<file path="src/rtl/control_sequencer.sv">
// -----------------------------------------------------------------------------
// control_sequencer
//
// Purpose:
//   Clocked state generator for the CPU control path. Produces the 8-bit state
//   code consumed by the combinational control-signal decoder. Each instruction
//   runs the fetch prologue (0x00 -> 0x0F -> 0x01), then branches on the opcode
//   in instr[15:12] into a fixed execute micro-sequence, then returns to 0x00.
//
// Ports:
//   clk         in   1   system clock, rising-edge active
//   resetn      in   1   asynchronous active-low reset
//   run         in   1   advance enable; low holds every register
//   instr       in   16  instruction register; only [15:12] is used
//   state       out  8   current state code to the control-signal decoder
//   fetch       out  1   high in 0x00, 0x0F, 0x01
//   instr_done  out  1   high in the final execute state of each chain
//   illegal     out  1   sticky; set on an unassigned opcode or unreachable code
//   halted      out  1   high in the halt state (0xFF), otherwise 0
//
// Build option:
//   CONTROL_SEQUENCER_HALT_EN  when defined, opcode F enters 0xFF and stays
//                              there until reset. When undefined, opcode F is
//                              illegal and halted is tied low.
//
// State table (state | meaning):
//   0x00 | fetch 0: present PC to RAM
//   0x0F | fetch 1: latch RAM output into instruction register
//   0x01 | decode: sample opcode, dispatch
//   0x02 | load   (final)
//   0x03 | move   (final)
//   0x04 | ldpc   (final)
//   0x05 | branch (final)
//   0x06 | sub 1      0x07 | sub 2      0x08 | sub 3 (final)
//   0x09 | add 1      0x0A | add 2      0x0B | add 3 (final)
//   0x0C | xor 1      0x0D | xor 2      0x0E | xor 3 (final)
//   0x13 | push 1     0x14 | push 2     0x15 | push 3     0x16 | push 4 (final)
//   0x17 | pop 1      0x18 | pop 2      0x19 | pop 3      0x1A | pop 4 (final)
//   0x1B..0x20 | call 1..6              0x25 | call 7 (final)
//   0x21 | ret 1      0x22 | ret 2      0x23 | ret 3      0x24 | ret 4 (final)
//   0xFF | halt (only with CONTROL_SEQUENCER_HALT_EN)
//   other| unreachable: go to 0x00 and flag illegal
// -----------------------------------------------------------------------------

module control_sequencer #(
    parameter int STATE_W = 8,
    parameter int OPC_W   = 4
) (
    input  logic               clk,
    input  logic               resetn,
    input  logic               run,
    input  logic [15:0]        instr,
    output logic [STATE_W-1:0] state,
    output logic               fetch,
    output logic               instr_done,
    output logic               illegal,
    output logic               halted
);

    // Fetch / decode
    localparam logic [STATE_W-1:0] S_FETCH0  = 8'h00;
    localparam logic [STATE_W-1:0] S_FETCH1  = 8'h0F;
    localparam logic [STATE_W-1:0] S_DECODE  = 8'h01;
    // Single-cycle execute
    localparam logic [STATE_W-1:0] S_LOAD    = 8'h02;
    localparam logic [STATE_W-1:0] S_MOVE    = 8'h03;
    localparam logic [STATE_W-1:0] S_LDPC    = 8'h04;
    localparam logic [STATE_W-1:0] S_BRANCH  = 8'h05;
    // ALU chains
    localparam logic [STATE_W-1:0] S_SUB1    = 8'h06;
    localparam logic [STATE_W-1:0] S_SUB2    = 8'h07;
    localparam logic [STATE_W-1:0] S_SUB3    = 8'h08;
    localparam logic [STATE_W-1:0] S_ADD1    = 8'h09;
    localparam logic [STATE_W-1:0] S_ADD2    = 8'h0A;
    localparam logic [STATE_W-1:0] S_ADD3    = 8'h0B;
    localparam logic [STATE_W-1:0] S_XOR1    = 8'h0C;
    localparam logic [STATE_W-1:0] S_XOR2    = 8'h0D;
    localparam logic [STATE_W-1:0] S_XOR3    = 8'h0E;
    // Stack chains
    localparam logic [STATE_W-1:0] S_PUSH1   = 8'h13;
    localparam logic [STATE_W-1:0] S_PUSH2   = 8'h14;
    localparam logic [STATE_W-1:0] S_PUSH3   = 8'h15;
    localparam logic [STATE_W-1:0] S_PUSH4   = 8'h16;
    localparam logic [STATE_W-1:0] S_POP1    = 8'h17;
    localparam logic [STATE_W-1:0] S_POP2    = 8'h18;
    localparam logic [STATE_W-1:0] S_POP3    = 8'h19;
    localparam logic [STATE_W-1:0] S_POP4    = 8'h1A;
    // Call / return
    localparam logic [STATE_W-1:0] S_CALL1   = 8'h1B;
    localparam logic [STATE_W-1:0] S_CALL2   = 8'h1C;
    localparam logic [STATE_W-1:0] S_CALL3   = 8'h1D;
    localparam logic [STATE_W-1:0] S_CALL4   = 8'h1E;
    localparam logic [STATE_W-1:0] S_CALL5   = 8'h1F;
    localparam logic [STATE_W-1:0] S_CALL6   = 8'h20;
    localparam logic [STATE_W-1:0] S_CALL7   = 8'h25;
    localparam logic [STATE_W-1:0] S_RET1    = 8'h21;
    localparam logic [STATE_W-1:0] S_RET2    = 8'h22;
    localparam logic [STATE_W-1:0] S_RET3    = 8'h23;
    localparam logic [STATE_W-1:0] S_RET4    = 8'h24;
    // Halt
    localparam logic [STATE_W-1:0] S_HALT    = 8'hFF;

    localparam logic [OPC_W-1:0] OPC_LOAD   = 4'h0;
    localparam logic [OPC_W-1:0] OPC_MOVE   = 4'h1;
    localparam logic [OPC_W-1:0] OPC_LDPC   = 4'h2;
    localparam logic [OPC_W-1:0] OPC_BRANCH = 4'h3;
    localparam logic [OPC_W-1:0] OPC_SUB    = 4'h4;
    localparam logic [OPC_W-1:0] OPC_ADD    = 4'h5;
    localparam logic [OPC_W-1:0] OPC_XOR    = 4'h6;
    localparam logic [OPC_W-1:0] OPC_PUSH   = 4'h7;
    localparam logic [OPC_W-1:0] OPC_POP    = 4'h8;
    localparam logic [OPC_W-1:0] OPC_CALL   = 4'h9;
    localparam logic [OPC_W-1:0] OPC_RET    = 4'hA;
`ifdef CONTROL_SEQUENCER_HALT_EN
    localparam logic [OPC_W-1:0] OPC_HALT   = 4'hF;
`endif

    logic [OPC_W-1:0]   opcode;
    logic [STATE_W-1:0] state_nxt;
    logic               set_illegal;
    logic               unused_instr;

    assign opcode = instr[15 -: OPC_W];

    // Operand bits belong to the datapath, not to sequencing.
    assign unused_instr = &{1'b0, instr[15-OPC_W:0]};

    // -------------------------------------------------------------------------
    // Opcode decode: only consulted while in S_DECODE, so instr changes in any
    // other state cannot disturb a running chain.
    // -------------------------------------------------------------------------
    logic [STATE_W-1:0] dispatch;
    logic               dispatch_bad;

    always_comb begin
        dispatch     = S_FETCH0;
        dispatch_bad = 1'b0;
        case (opcode)
            OPC_LOAD:   dispatch = S_LOAD;
            OPC_MOVE:   dispatch = S_MOVE;
            OPC_LDPC:   dispatch = S_LDPC;
            OPC_BRANCH: dispatch = S_BRANCH;
            OPC_SUB:    dispatch = S_SUB1;
            OPC_ADD:    dispatch = S_ADD1;
            OPC_XOR:    dispatch = S_XOR1;
            OPC_PUSH:   dispatch = S_PUSH1;
            OPC_POP:    dispatch = S_POP1;
            OPC_CALL:   dispatch = S_CALL1;
            OPC_RET:    dispatch = S_RET1;
`ifdef CONTROL_SEQUENCER_HALT_EN
            OPC_HALT:   dispatch = S_HALT;
`endif
            // Unassigned opcodes behave as a NOP: straight back to fetch
            // without touching the PC.
            default: begin
                dispatch     = S_FETCH0;
                dispatch_bad = 1'b1;
            end
        endcase
    end

    // -------------------------------------------------------------------------
    // Successor function
    // -------------------------------------------------------------------------
    always_comb begin
        state_nxt   = S_FETCH0;
        set_illegal = 1'b0;
        case (state)
            S_FETCH0: state_nxt = S_FETCH1;
            S_FETCH1: state_nxt = S_DECODE;
            S_DECODE: begin
                state_nxt   = dispatch;
                set_illegal = dispatch_bad;
            end

            S_LOAD, S_MOVE, S_LDPC, S_BRANCH: state_nxt = S_FETCH0;

            S_SUB1:  state_nxt = S_SUB2;
            S_SUB2:  state_nxt = S_SUB3;
            S_SUB3:  state_nxt = S_FETCH0;

            S_ADD1:  state_nxt = S_ADD2;
            S_ADD2:  state_nxt = S_ADD3;
            S_ADD3:  state_nxt = S_FETCH0;

            S_XOR1:  state_nxt = S_XOR2;
            S_XOR2:  state_nxt = S_XOR3;
            S_XOR3:  state_nxt = S_FETCH0;

            S_PUSH1: state_nxt = S_PUSH2;
            S_PUSH2: state_nxt = S_PUSH3;
            S_PUSH3: state_nxt = S_PUSH4;
            S_PUSH4: state_nxt = S_FETCH0;

            S_POP1:  state_nxt = S_POP2;
            S_POP2:  state_nxt = S_POP3;
            S_POP3:  state_nxt = S_POP4;
            S_POP4:  state_nxt = S_FETCH0;

            S_CALL1: state_nxt = S_CALL2;
            S_CALL2: state_nxt = S_CALL3;
            S_CALL3: state_nxt = S_CALL4;
            S_CALL4: state_nxt = S_CALL5;
            S_CALL5: state_nxt = S_CALL6;
            S_CALL6: state_nxt = S_CALL7;
            S_CALL7: state_nxt = S_FETCH0;

            S_RET1:  state_nxt = S_RET2;
            S_RET2:  state_nxt = S_RET3;
            S_RET3:  state_nxt = S_RET4;
            S_RET4:  state_nxt = S_FETCH0;

`ifdef CONTROL_SEQUENCER_HALT_EN
            S_HALT:  state_nxt = S_HALT;
`endif

            // Codes the sequencer never produces; recover to fetch and flag it.
            default: begin
                state_nxt   = S_FETCH0;
                set_illegal = 1'b1;
            end
        endcase
    end

    // -------------------------------------------------------------------------
    // State and sticky flag registers
    // -------------------------------------------------------------------------
    always_ff @(posedge clk or negedge resetn) begin
        if (!resetn) begin
            state   <= S_FETCH0;
            illegal <= 1'b0;
        end else if (run) begin
            state <= state_nxt;
            if (set_illegal) begin
                illegal <= 1'b1;
            end
        end
    end

    // -------------------------------------------------------------------------
    // Output decodes of state
    // -------------------------------------------------------------------------
    always_comb begin
        fetch = (state == S_FETCH0) || (state == S_FETCH1) || (state == S_DECODE);
    end

    always_comb begin
        case (state)
            S_LOAD, S_MOVE, S_LDPC, S_BRANCH,
            S_SUB3, S_ADD3, S_XOR3,
            S_PUSH4, S_POP4, S_CALL7, S_RET4: instr_done = 1'b1;
            default:                          instr_done = 1'b0;
        endcase
    end

`ifdef CONTROL_SEQUENCER_HALT_EN
    assign halted = (state == S_HALT);
`else
    assign halted = 1'b0;
`endif

endmodule

</file>
<file path="config.mk">
export PLATFORM = sky130hd
export DESIGN_NAME = control_sequencer
export DESIGN_NICKNAME = d
export VERILOG_FILES = /design/src/rtl/control_sequencer.sv
export SDC_FILE = /design/constraint.sdc
export NUM_CORES = 1
export LEC_CHECK = 0
export CAP_MARGIN = 20
export CORE_MARGIN = 2
export CORE_UTILIZATION = 44
export DETAILED_ROUTE_END_ITERATION = 6
export GPL_TIMING_DRIVEN = 0
export PLACE_DENSITY = 0.74
export SLEW_MARGIN = 20
export SYNTH_ARGS = -nofsm -noshare
export SYNTH_HDL_FRONTEND = slang
export SYNTH_SLANG_ARGS = --single-unit
</file>
<file path="constraint.sdc">
create_clock -name clk -period 3.9 [get_ports clk]
set_clock_uncertainty 0.05 [all_clocks]
set_input_delay 0.39 -clock clk [delete_from_list [all_inputs] [get_ports clk]]
set_output_delay 0.39 -clock clk [all_outputs]
set_load 0.01 [all_outputs]
</file>
* After elaboration in Yosys (flattened, before gate mapping)
Index checks and enable logic that the tools add are counted.
** Word-level totals
- Register bits after elaboration :: 9
- Input port bits :: 19
- Output and inout bits :: 12
- Logic and storage cells :: 59
** Cells by class
- Eq/ne operators :: 44
- Mux-type cells :: 5
- Reductions and logical operators :: 8
** Operator list (count)
- one-hot mux 8 bit (24 select lines) :: 1
- == test 8 x 5 -> 1 bit (second input constant) :: 13
- one-hot mux 6 bit (11 select lines) :: 1
- == test 8 x 4 -> 1 bit (second input constant) :: 8
- == test 8 x 6 -> 1 bit (second input constant) :: 6
- OR reduction 34 bit :: 1
- == test 8 x 3 -> 1 bit (second input constant) :: 4
- OR reduction 11 bit :: 2
- == test 4 x 3 -> 1 bit (second input constant) :: 4
- == test 8 x 2 -> 1 bit (second input constant) :: 2
- == test 4 bit (second input constant) :: 3
- == test 4 x 2 -> 1 bit (second input constant) :: 2
- == test 8 x 1 -> 1 bit (second input constant) :: 1
- logical NOT 8 bit :: 1
- == test 4 x 1 -> 1 bit (second input constant) :: 1
- logical NOT 4 bit :: 1
- logical OR 1 bit :: 2
- two-way mux 1 bit :: 2
- one-hot mux 1 bit (2 select lines) :: 1
- AND reduction 2 bit :: 1

* Logic depth before layout (Yosys ltp)
Gate-level depths: netlist (run 1).
- Depth after elaboration :: 5
- Mapped depth :: 7
- Gate-level depth less buffers :: 5

* Worst setup path after synthesis (run 1)
Ideal clock, no wire load.
- Path type :: register to output
- From :: register state[0]
- To :: output instr_done
- Data arrival time :: 1.212 ns
- Data required time :: 3.460 ns
- Setup slack :: 2.248 ns
- Stages on the path, launching flop included :: 5
- Path buffers :: 1
- Cells stage by stage :: dfrtp_1 > clkbuf_2 > nand2b_1 > or3_1 > o311ai_2
** On the way
- Longest elaborated chain between the ends :: 3
- Elaborated cells on any way between the ends :: 13
- Classes of those cells :: 11 x eq/ne; 1 x mux; 1 x reduce/logical
** RTL lines
- start: declaration :: RTL line 53 : output logic [STATE_W-1:0] state,
- start signal: assignment :: RTL line 233 : state <= state_nxt;
- == test 8 x 2 -> 1 bit, or another cell as far along :: RTL line 248 : case (state)
- OR reduction 11 bit (*) :: RTL line 248
- two-way mux 1 bit (*) :: RTL line 248
- end: declaration :: RTL line 55 : output logic instr_done,
Every way passes the cells marked *; elsewhere a longest branch is shown, timed or not.

* Final worst setup path (run 1)
- From :: register state[5]
- To :: output instr_done
The elaborated chain is that of the path after synthesis.

==> results, run 1 <==
- The flow ran to the end, and the final reports show no timing, DRC or antenna violations.
- Summed over all failing endpoints, the final setup total negative slack is 0 ns.
- The combinational power share is 0.782.
- The cell with the biggest individual delay on the critical path is sky130_fd_sc_hd__clkdlybuf4s50_1.
- The share of flip-flops with an asynchronous set or reset is 1.00.
- The number of cell rows is 18.
- The initial antenna violation count is 0.
- Dividing the detail-routed wire length by the instance count gives 16.2 um.
- Clock latency on the worst-skew pair, taken at its later pin, is 0.24 ns.
- The instance count on the critical path is 5.
- After clock tree synthesis, the setup repair step added 0 buffers.
- The internal power component is just under 0.0004 W.
- The proportion of power drawn by the clock network is 0.077.
- The share of synthesized area occupied by flip-flops and latches is 0.150.
- The critical setup path kind is reg -> out.
- The tool flagged a number of max-cap violations equal to 0.
- The die covers about 3100 um2.
- In this design, the stage delay of the slowest critical-path cell is just over 0.6 ns.
- The floorplan step set the die width to 55.6 um.
- STA puts the critical path data required time at around 3.5 ns.
- In this run the worst setup path terminates at instr_done.
- The finished cells cover 1360 um2.
- Synthesis instantiated 56 different standard cells from the library.
- Routability-driven placement finished with a final weighted congestion of 0.991.
- The max-slew violation count is 0.
- Once detail routing completed, the nets flagged for antenna violations numbered 0.
- The number of setup violations in the final report is 0.
- Clock-pin slew was measured on the worst setup and hold paths at 0.05 ns.
- Dividing the detail-routed via count by the number of cells gives 6.21.
- The count of buffer and inverter cells on the critical path is 2.
- The root buffer cell is sky130_fd_sc_hd__clkbuf_4.
- The placement-stage worst setup slack is 1.60 ns.
- During I/O placement, the number of pins put on the boundary was 31.
- The final period utilization is 0.664.
- Data on the critical path arrives at its endpoint at 2.15 ns.
- Setup repair after global routing left no endpoint under its margin.
- The initial utilization of the core area, before any placement, comes to 0.468.
- The wire length of the first global-routing pass is 5570 um.
- In the synthesized netlist the dominant register cell turns out to be sky130_fd_sc_hd__dfrtp_1.
- Entering global routing, the biggest net connects 11 pins.
- The first detailed-routing pass took 4 iterations.
- Derived from the worst setup path, the maximum achievable clock frequency is 386 MHz.
- Leaving out fill and tap cells, the most frequent cell in the layout is sky130_fd_sc_hd__nor2_1.
- In this run the power density over the cells is approximately 570 nW/um2.
- The launch instance of the worst register-to-register path is state[5].
- The critical path starts at state[5].
- The H-tree level count is 1.
- The number of hold-slack violations in the final timing report is 0.
- The total number of vias is about 1,300.
- The number of synthesized register bits is 7.
- The clock drives 7 sinks.
- The maximum clock path buffer count is 2.
- The relative contribution of sequential cells to total power is 0.141.
- The share of final-layout standard cells stronger than drive strength 1 is 0.167.
- Walking the worst path, the cells encountered are buf_4 -> nor2_1 -> nand2_1 -> o311ai_2 -> clkdlybuf4s50_1.
- The instance area after placement is 1340 um2.
- The largest fanout of any net on the critical path is 10.
- The routed design has ~3400 um of wire.
- The number of flops mapped to enable cells by yosys is 0.
- The category of cells accounting for the largest share of critical-path delay is buffers and inverters.
- The switching share of total power is 0.504.
- The cell depth of the worst flop-to-flop path is 6.
- In this run, post-CTS repair resized a total of 0 instances.
- The number of port buffers is 12.
- In the global route stage, overall resource usage came out at 0.223.
- The startpoint class of the critical path is a register.
- The power dissipated by switching net loads is 0.000394 W.
- After clock tree synthesis, the flow added hold-fix buffers numbering 0.
- For this run, the number of Yosys warnings is 0.
- The total clock buffers created by CTS is 3.
- In this run the standard cell core region covers 2500 um2.
- In this run the critical register-to-register path is captured at state[3].
- In the routed design, unresolved DRC markers number 0.
- The minimum clock period after layout is between 2 and 3 ns.
- The number of diodes is 0.
- The number of global-route vias before repair came to 1,191.
- The placed wire-length estimate after detailed placement is 2610 um.
- VDD sags by at most 0.358 mV.
- The sort of element at the end of the critical path is an output port.
- The top cell types in the final layout, fill and taps aside, are sky130_fd_sc_hd__nor2_1 (14), sky130_fd_sc_hd__clkdlybuf4s50_1 (12), sky130_fd_sc_hd__nand2_1 (10), sky130_fd_sc_hd__o21ai_0 (9).
- The class of the worst hold path is in -> async.
- The die is 55.6 um tall.
- The total overflow reported by the global router is 0.
- In this run the static leakage power is roughly 0.54 nW.
- The netlist area before placement is ~1200 um2.
- The synthesized area divided by synthesized cell count is 7.23 um2.
- From synthesis to final layout, the design area changed by 16.3%.
- Counting every instance in the synthesized netlist gives around 160.
- The overall power consumption is 0.000781 W.
- After the last flow step, the layout net total stands at 200.
- The final critical-path setup slack is roughly 1.3 ns.
- The first routing iteration left 53 violations.
- The internal reg-to-reg setup slack is ~1.9 ns.
- Final hold analysis gives a worst-case slack of around 0.35 ns.
- TritonCTS built the clock tree.
state kept, by name (all words and copies together), names as in the netlist:
signal	count
state	6
illegal	1
per-layer routing:
metal,part of all wire,global-route usage,wire [um]
met5,0,0,0
met4,0.030,0.108,102
met3,0.086,0.0186,294
met2,0.43,0.320,1480
met1,0.45,0.334,1530
worst min path at each step:
stage / start / to / slack [ns] / depth (start not counted)
floorplan: resetn / illegal / 0.04 / 0
global placement: illegal / illegal / 0.41 / 2
detailed placement: illegal / illegal / 0.40 / 2
CTS: resetn / state[1] / 0.35 / 1
global route: resetn / state[1] / 0.38 / 1
finish: resetn / state[1] / 0.35 / 1
power by group through the flow:
stage	Sequential, W	Clock, W	Combinational, W
after floorplan	0.000114	0	0.000422
after global placement	0.000110	0	0.000598
after detailed placement	0.000110	0	0.000594
after CTS	0.000109	0.0000631	0.000597
after global routing	0.000112	0.0000654	0.000657
final	0.000110	0.0000598	0.000611
stage by stage:
stage                     std cells   util
after floorplan                 164      -
after global placement          206  0.535
after detailed placement        206  0.535
after CTS                       210  0.545
after global routing            210  0.545
final                           210  0.545
kinds of logic after synthesis:
family	after synthesis	share of synthesized area
AO/OA/AOI/OAI	52	0.317
XOR/XNOR	5	0.0438
buffers and inverters	25	0.126
flip-flops	7	0.150
multiplexers	2	0.0214
other	1	0.00320
AND/OR/NAND/NOR	70	0.339
cell type report:
class	count	area, um2
Clock buffer	4	26.3
Tap cell	30	37.5
Fill cell	255	1140
Multi-Input combinational cell	132	856
Timing Repair Buffer	12	120
Buffer	19	125
Inverter	6	22.5
Sequential cell	7	175
Yosys cell counts (all sizes together) (4+ instances only):
cell type / n / area, um2
nand2b: 7 / 43.8
nand2: 10 / 37.5
o22ai: 5 / 31.3
o21ai: 10 / 50.0
nand4: 4 / 25.0
nor3: 4 / 20.0
a21oi: 8 / 40.0
a211oi: 5 / 37.5
buf: 16 / 111
nand3: 5 / 25.0
nand3b: 4 / 30.0
nor2b: 7 / 46.3
dfrtp: 7 / 175
inv: 6 / 22.5
nor2: 15 / 58.8
Power figures use the tool's default switching activity.
==> run 2: changes to the inputs <==
- clock period: 3.9 -> 2.5 ns (I/O delays scaled with it)
==> results, run 2 (synthesis gave the netlist of run 1 again) <==
- Summed over all nets, the half-perimeter wirelength after detailed placement is approximately 2600 um.
- The min-delay analysis places its worst path in the category in -> async.
- The category of cells accounting for the largest share of critical-path delay is buffers and inverters.
- The total area inside the core boundary comes to 2500 um2.
- The horizontal extent of the die is approximately 56 um.
- The root buffer cell is sky130_fd_sc_hd__clkbuf_4.
- The largest registers in the layout are state (6), illegal (1).
- The number of remaining DRC errors is 0.
- The initial antenna violation count was 0.
- The signed area change from the synthesized netlist to the final layout is 16.8%.
- The arrival time reported for the critical path endpoint is around 2.1 ns.
- The first global-routing pass estimated 5570 um of wire.
- The achievable clock frequency is 423 MHz.
- The number of hold-slack violations in the final timing report is 0.
- The largest single stage delay on the critical path is 0.57 ns.
- The relative contribution of sequential cells to total power is 0.141.
- The initial standard-cell utilization of the core is 0.468.
- The share of final-layout standard cells stronger than drive strength 1 is 0.172.
- The detailed router placed 1,321 vias in this run.
- The signal on the critical path passes through buf_6 -> buf_6 -> nand4_1 -> a21boi_0 -> clkdlybuf4s50_1.
- Setup violations remaining at the end of the flow were counted as 0.
- In the layout the commonest cells are sky130_fd_sc_hd__nor2_1 (13), sky130_fd_sc_hd__clkdlybuf4s50_1 (11), sky130_fd_sc_hd__nand2_1 (10), sky130_fd_sc_hd__o21ai_0 (9).
- The count of clock tree sinks is 7.
- The total die area is roughly 3000 um2.
- The run finished with clean final reports.
- In the final routed layout, each cell accounts on average for 16.4 um.
- The register with the most flip-flops in the final layout is state.
- The count of nets left with antenna violations after detail routing is 0.
- The max-cap violation count is 0.
- The first detailed-routing pass ran for 4 iterations.
- The hold buffer count at cts is 0.
- In this run the vertical extent of the chip is 55.6 um.
- At the worst endpoint, the required time is between 2 and 2.5 ns.
- At the later pin of the worst-skew pair, clock insertion delay measures 0.24 ns.
- The flip-flop count of the largest register, all copies and words added is 6.
- Along the worst path, the maximum fanout reaches 10.
- The number of port buffers is 12.
- The number of antenna diodes in the final layout is 0.
- The starting DRC count in detailed routing is 59.
- The maximum clock path buffer count is 2.
- The commonest non-fill, non-tap cell in the layout is sky130_fd_sc_hd__nor2_1.
- Setup repair after global routing left no endpoint under its margin.
- The startpoint class of the critical path is a register.
- The switching share of total power is 0.506.
- Dividing the final minimum period by the clock period gives 0.945.
- The internal reg-to-reg setup slack is approximately 0.64 ns.
- The analysis attributes to cell leakage a power of about 0.56 nW.
- TritonCTS built the clock tree.
- In the routed layout, each cell is associated on average with a via count of between 6 and 7.
- The final sum of negative setup slack is 0 ns.
- The max-slew violation count came to 0.
- The most common cell type on the critical path is sky130_fd_sc_hd__buf_6.
- The maximum number of pins on one net before global-route repair is 11.
- STA classifies the critical path endpoint as an output port.
- Summed over all layers, the global routing overflow is 0.
- The share of total power dissipated in the clock network is 0.076.
- The power dissipated by switching net loads is a little over 0.0006 W.
- In the final design database the tool counted 200 nets.
- The number of ports placed on the die boundary is 31.
- The tightest hold path in the finished design has a slack of 0.212 ns.
- The number of setup buffers added after CTS is 0.
- The internal portion of the total power is 0.000603 W.
- Among all stages on the critical path, the largest delay is contributed by sky130_fd_sc_hd__clkdlybuf4s50_1.
- The number of global-route vias before repair is 1,191.
- The placed cell count is 206.
- Across every metal layer, demand over resource in global routing totals 0.223.
- For this block, the routed nets add up to 3440 um of wire.
- Of the total power, combinational logic draws 0.782.
- Clock-pin slew was measured on the worst setup and hold paths at 0.05 ns.
- The power per cell area is 892 nW/um2.
- IR analysis of the VDD net gives a maximum drop of 0.561 mV.
- Once layout is complete, the cells apart from fillers number 210.
- The critical setup path kind is reg -> out.
- Counting I/O delays and the setup requirement, the final critical path takes 2.36 ns.
- In this run the core area contains 18 standard-cell rows.
- Together, buffers and inverters on the worst path number 3.
- The total clock buffers created by CTS is 3.
- The number of fillers in the final layout is 253.
- The H-tree level count is 1.
- The weighted congestion at the end of routability-driven global placement is between 0.9 and 1.
- The total of cells resized after clock tree synthesis is 0.
-- run 2: per-layer routing --
layer  GRT usage  part of all wire
met3      0.0186             0.090
met1       0.334              0.45
met4       0.108             0.026
met5           0                 0
met2       0.320              0.44
-- run 2: worst register-to-register path, stage by stage, from the launching register on --
cell and delay [ns]:
sky130_fd_sc_hd__dfrtp_1 0.34, sky130_fd_sc_hd__clkbuf_2 0.21, sky130_fd_sc_hd__buf_2 0.29, sky130_fd_sc_hd__inv_1 0.17
sky130_fd_sc_hd__xnor2_1 0.16, sky130_fd_sc_hd__a211oi_1 0.33, sky130_fd_sc_hd__nor2_1 0.09, sky130_fd_sc_hd__a21oi_1 0.15
-- run 2: through the flow --
step	utilization	setup WS [ns]	instance area, um2	total power [W]
finish	0.547	0.138	1370	0.00122
CTS	0.545	0.0759	1360	0.00120
global placement	0.535	0.318	1340	0.00111
detailed placement	0.535	0.343	1340	0.00110
floorplan	-	0.905	1180	0.000835
global route	0.547	0.0517	1370	0.00130
-- run 2: final timing paths --
path	from	end	cells past startpoint
worst min register to register	illegal	illegal	2
max in group asynchronous	resetn	state[3]	1
min in group clk	run	state[4]	2
worst max-delay path	state[2]	fetch	5
worst min-delay path	resetn	state[1]	1
worst max register to register	state[0]	state[4]	7
-- run 2: power groups by stage --
stage                     sequential, W   clock, W  combinational (W)
after floorplan                0.000177          0           0.000658
after global placement         0.000172          0           0.000933
after detailed placement       0.000172          0           0.000927
after CTS                      0.000171  0.0000984           0.000931
after global routing           0.000175   0.000102            0.00102
final                          0.000172  0.0000933           0.000955
-- run 2: area by class of cell --
class	instances	area, um2	area share
Multi-Input combinational cell	132	858	0.628
Sequential cell	7	175	0.128
Buffer	19	125	0.0915
Timing Repair Buffer	12	123	0.0897
Tap cell	30	37.5	0.0274
Clock buffer	4	26.3	0.0192
Inverter	6	22.5	0.0165
